### src/rtl/mem_port_arbiter.sv
// mem_port_arbiter: time-shares one single-port synchronous-read RAM between
// instruction fetch and load/store. Each access takes IDLE -> ACCESS -> WAIT,
// with the ack pulsing in the cycle after WAIT. Data has priority, but after
// MAX_DATA_RUN back-to-back data grants with fetch waiting, fetch gets the port.
module mem_port_arbiter #(
    parameter int ADDR_W       = 10,
    parameter int MAX_DATA_RUN = 4
) (
    input  logic              clk,
    input  logic              rst,
    input  logic              if_req,
    input  logic [31:0]       if_addr,
    output logic              if_ack,
    output logic [31:0]       if_rdata,
    input  logic              d_req,
    input  logic              d_we,
    input  logic [31:0]       d_addr,
    input  logic [31:0]       d_wdata,
    output logic              d_ack,
    output logic [31:0]       d_rdata,
    output logic              d_err,
    output logic              mem_en,
    output logic              mem_we,
    output logic [ADDR_W-1:0] mem_addr,
    output logic [31:0]       mem_wdata,
    input  logic [31:0]       mem_rdata,
    output logic              busy
);

    typedef enum logic [1:0] {IDLE, ACCESS, WAIT} state_t;

    localparam logic [3:0] RUN_MAX = 4'(MAX_DATA_RUN);

    state_t     state, state_nxt;
    logic       grant_d, grant_f;
    logic       d_bad;
    logic       owner_d;     // 1 = current access belongs to the data port
    logic       we_q;
    logic       err_q;
    logic [3:0] run_cnt;     // consecutive data grants while fetch was waiting

    // Fetch ignores the byte offset and the bits above the RAM depth.
    logic unused_if_bits;
    assign unused_if_bits = ^{if_addr[1:0], if_addr[31:ADDR_W+2]};

    // A data access is rejected when it is misaligned or falls outside the RAM.
    assign d_bad = (d_addr[1:0] != 2'b00) || ((d_addr >> (ADDR_W + 2)) != 32'd0);

    assign busy = (state != IDLE);

    // State register.
    always_ff @(posedge clk) begin
        if (rst) state <= IDLE;
        else     state <= state_nxt;
    end

    // Arbitration and next state. Grants are only made from IDLE.
    always_comb begin
        state_nxt = state;
        grant_d   = 1'b0;
        grant_f   = 1'b0;
        case (state)
            IDLE: begin
                if (d_req && (!if_req || run_cnt != RUN_MAX)) grant_d = 1'b1;
                else if (if_req)                               grant_f = 1'b1;
                if (grant_d || grant_f) state_nxt = ACCESS;
            end
            ACCESS:  state_nxt = WAIT;
            WAIT:    state_nxt = IDLE;
            default: state_nxt = IDLE;
        endcase
    end

    // Starvation counter: grows on data grants that bypass a waiting fetch.
    always_ff @(posedge clk) begin
        if (rst) begin
            run_cnt <= 4'd0;
        end else if (state == IDLE) begin
            if (grant_f || !if_req)
                run_cnt <= 4'd0;
            else if (grant_d && run_cnt != 4'hF)
                run_cnt <= run_cnt + 4'd1;
        end
    end

    // Datapath: latch the granted request, drive the RAM, return data and acks.
    always_ff @(posedge clk) begin
        if (rst) begin
            owner_d   <= 1'b0;
            we_q      <= 1'b0;
            err_q     <= 1'b0;
            mem_en    <= 1'b0;
            mem_we    <= 1'b0;
            mem_addr  <= '0;
            mem_wdata <= 32'd0;
            if_ack    <= 1'b0;
            if_rdata  <= 32'd0;
            d_ack     <= 1'b0;
            d_err     <= 1'b0;
            d_rdata   <= 32'd0;
        end else begin
            if_ack <= 1'b0;
            d_ack  <= 1'b0;
            d_err  <= 1'b0;
            case (state)
                IDLE: begin
                    if (grant_d) begin
                        // A rejected access still runs the FSM so the ack timing
                        // is uniform, but never touches the RAM.
                        owner_d   <= 1'b1;
                        we_q      <= d_we;
                        err_q     <= d_bad;
                        mem_en    <= !d_bad;
                        mem_we    <= d_we && !d_bad;
                        mem_addr  <= d_addr[ADDR_W+1:2];
                        mem_wdata <= d_wdata;
                    end else if (grant_f) begin
                        owner_d   <= 1'b0;
                        we_q      <= 1'b0;
                        err_q     <= 1'b0;
                        mem_en    <= 1'b1;
                        mem_we    <= 1'b0;
                        mem_addr  <= if_addr[ADDR_W+1:2];
                    end
                end
                ACCESS: begin
                    mem_en <= 1'b0;
                    mem_we <= 1'b0;
                end
                WAIT: begin
                    if (owner_d) begin
                        d_ack <= 1'b1;
                        d_err <= err_q;
                        if (!we_q && !err_q) d_rdata <= mem_rdata;
                    end else begin
                        if_ack   <= 1'b1;
                        if_rdata <= mem_rdata;
                    end
                end
                default: begin
                    mem_en <= 1'b0;
                    mem_we <= 1'b0;
                end
            endcase
        end
    end

endmodule

### config.mk
export PLATFORM = sky130hd
export DESIGN_NAME = mem_port_arbiter
export DESIGN_NICKNAME = d
export VERILOG_FILES = /design/src/rtl/mem_port_arbiter.sv
export SDC_FILE = /design/constraint.sdc
export NUM_CORES = 1
export LEC_CHECK = 0
export ABC_CLOCK_PERIOD_IN_PS = 1850
export CORE_UTILIZATION = 39
export DETAILED_ROUTE_END_ITERATION = 8
export PLACE_DENSITY_LB_ADDON = 0.2
export SYNTH_ARGS = -nofsm -noshare
export SYNTH_HDL_FRONTEND = slang
export SYNTH_SLANG_ARGS = --single-unit
### constraint.sdc
create_clock -name clk -period 1.85 [get_ports clk]
set_input_delay 0.37 -clock clk [delete_from_list [all_inputs] [get_ports clk]]
set_output_delay 0.37 -clock clk [all_outputs]
set_load 0.1 [all_outputs]
==> qor.txt <==
Adder and majority cell fraction of the synthesized area -> 0.00566
Total count of hold-check failures in the final report -> 0
Remaining max-slew budget at the tightest pin -> 0.749
Biggest area contributors in the synthesized netlist -> sky130_fd_sc_hd__dfxtp_1, sky130_fd_sc_hd__nand2_1, sky130_fd_sc_hd__a21oi_1
Number of iterations in the first detailed-routing pass -> 5
Starting density of the core -> 0.404
Total Die Area -> 11800 sq um
Simple-Gate Fraction of Synth Area -> 0.246
I/O pin cnt -> 245
Final weighted congestion in routability-driven placement -> 0.802
Reg clk slew, reported paths -> 60 ps
Height of the die -> 108 um
Count of standard-cell rows -> 38
Largest net degree at the start of global routing -> 38
Crit start category -> flip-flop
Number of cell instances on the worst register-to-register path -> 7
Compound-Gate Fraction of Synth Area -> 0.153
Placed insts -> 899
Number of cells in the finished layout apart from fillers -> 935
Antenna fix cells -> 0
Number of violations reported at the end of detailed-routing iteration 0 -> 262
Total of warnings raised by yosys -> 0
Die width -> 108 um
Drt total wl -> 13500 um
Net count of the mapped netlist -> 688
Remaining design rule violation count -> 0
Kind of critical path -> reg2out
Max-slew violations -> 0
Hold path cells -> 2
Post-synthesis cell count -> 553
HPWL after detailed placement -> 9750 um
Critical Path End Type -> primary output
CTS tree -> done
Share of the cycle needed by the critical path after routing -> 0.981
Sequential area share after synthesis -> 0.543
Multiplexer fraction of the synthesized cell area -> 0.00255
Count of unique library cells instantiated by Yosys -> 38
Largest vdd supply drop -> 0.000667 V
Overall Global Routing Usage -> 0.233
Crit path arrival time -> 1440 ps
Global-route wire length before repair -> 21000 um
Primary flip-flop cell chosen by synthesis mapping -> sky130_fd_sc_hd__dfxtp_1
Final setup violating endpoints -> 0
Post-synthesis share of cell area spent on xor and xnor gates -> 0
Number of enable flip-flop cells after synthesis -> 0
Required time reported for the critical path endpoint -> 1480 ps
Worst r2r src -> run_cnt[0]
Clock root cell -> sky130_fd_sc_hd__clkbuf_16
Largest buffer count on any clock path -> 2
Top fanout value on the critical path -> 6
Number of clock sinks seen by CTS -> 120
Final setup TNS -> 0 ps
Min-delay worst type -> in2reg
Vias per std cell -> 4.94
Synthesized area -> 4420 sq um
Clock Skews -> 12.4 ps
H-tree lvl count -> 4
Leakage dissipation -> 3.09 nW
Final global-route overflow total -> 0
Areal power density over the cells -> 936 nW/um^2
Start point of the worst hold path -> rst
Status -> finished clean
Port Buffer Count -> 222
Hold Worst Slack -> 257 ps
Number of nets with antenna violations after detailed routing -> 0
Pin slew with the least headroom to its limit -> 376 ps
Post-synthesis area per instance -> 8.00 sq um
Clock insertion delay at the later pin of the skew report -> 400 ps
Final Critical Period -> 1810 ps
Num CTS Buffers -> 17
Dominant combinational cell family by area after synthesis -> simple AND/OR/NAND/NOR gates
Post-synth top area share -> 0.543
WL/cell -> 14.5 um
Area inside the core boundary -> 10900 sq um
Share of cells above drive strength 1 -> 0.226
#FFs+latches synth -> 120
Number of global-route vias before repair -> 4411
Vias -> 4623
Launch point of the worst path -> state[0]
Cell type contributing the most total cell area after synthesis -> sky130_fd_sc_hd__dfxtp_1
Antenna violations before repair -> 0
Fraction of registers with async set/reset -> 0
Max Freq -> 0.551 GHz
Max-cap check violation count -> 0
Area growth syn-to-layout -> 82.7%
Final net count -> 917
state kept, by name, indices dropped and copies added (netlist names):
register	cells
d_ack	1
d_err	1
d_rdata	32
err_q	1
if_ack	1
if_rdata	32
mem_addr	10
mem_en	1
mem_wdata	32
mem_we	1
owner_d	1
run_cnt	4
state	2
we_q	1
synth_stat cells, types with 3 or more instances:
cell type / instances
sky130_fd_sc_hd__buf_2: 15
sky130_fd_sc_hd__o21ai_0: 3
sky130_fd_sc_hd__nor3_2: 3
sky130_fd_sc_hd__nor2_1: 24
sky130_fd_sc_hd__dfxtp_1: 120
sky130_fd_sc_hd__nand3_1: 4
sky130_fd_sc_hd__or4_1: 5
sky130_fd_sc_hd__clkbuf_1: 11
sky130_fd_sc_hd__buf_6: 4
sky130_fd_sc_hd__a21oi_1: 102
sky130_fd_sc_hd__inv_1: 4
sky130_fd_sc_hd__nand2_1: 212
sky130_fd_sc_hd__o31ai_1: 10
sky130_fd_sc_hd__nor3_1: 3
sky130_fd_sc_hd__buf_4: 5
per-stage QoR:
stage                     cell area, sq um  total power (W)  utilization  setup slack [ps]
after global placement                7490          0.00459        0.685             -64.3
after floorplan                       4420          0.00384            -               133
after detailed placement              7490          0.00462        0.685              -154
after global routing                  8080          0.00784        0.739             -15.9
final                                 8080          0.00756        0.739              35.4
after CTS                             8040          0.00760        0.735              32.7
cell type report:
class                      instances  area, sq um
timing repair buffer             246         3110
fill                             789         2860
sequential                       120         2400
multi-input combinational        392         1820
clock buffer                      22          484
tap                              140          175
clock inverter                    10         71.3
inverter                           5         22.5
power by group:
| part | internal (W) | switching, W |
|---|---|---|
| clock network | 0.00185 | 0.00113 |
| registers | 0.00270 | 0.000110 |
| logic | 0.000680 | 0.00109 |
| total | 0.00523 | 0.00233 |
routing by layer:
| layer | track usage | vias to the layer above | wire (um) |
|---|---|---|---|
| met5 | 0 | - | 0 |
| met4 | 0.0936 | 0 | 176 |
| met3 | 0.0868 | 16 | 1170 |
| met2 | 0.409 | 200 | 7120 |
| met1 | 0.253 | 2131 | 5080 |
| li1 | - | 2276 | - |
worst paths after layout:
check                   to  slack, ps
max                   busy         40
min reg2reg    if_rdata[9]        460
min          mem_wdata[22]        260
max reg2reg    mem_addr[7]        170
logic make-up (layout without fill, tap and decap cells):
family	Yosys count	count (layout)
buf+inv	41	283
simple gates	265	265
compound gates	124	124
flops	120	120
fa+ha+maj	2	2
mux	1	1
cell usage in the layout, fill, tap and decap left out, drive strengths merged:
cell type	n
clkinvlp	5
o31ai	11
and2	1
o21bai	1
a211o	1
clkdlybuf4s50	109
nor2	25
a22o	1
nand4b	1
or4	5
ha	2
or3	2
or2	2
nand3b	2
buf	137
a21oi	103
clkbuf	22
dfxtp	120
clkinv	6
mux2	1
nand2	212
nor3b	1
a31oi	2
a31o	1
nand3	4
o21ai	3
and3	2
nor3	6
nand4	1
a211oi	1
inv	4
nor2b	1
repair_timing:
action | CTS | global route
setup endpoints to repair | 0 | 11
gates resized for setup | 0 | 3
hold buffers | 0 | 0
buffers inserted | 0 | 4
critical path, cell delays in order (launching register included):
cell	delay, ps
sky130_fd_sc_hd__dfxtp_1	380
sky130_fd_sc_hd__nor2_4	240
sky130_fd_sc_hd__clkinvlp_4	210
sky130_fd_sc_hd__buf_12	210
(Power assumes the default switching activity.)
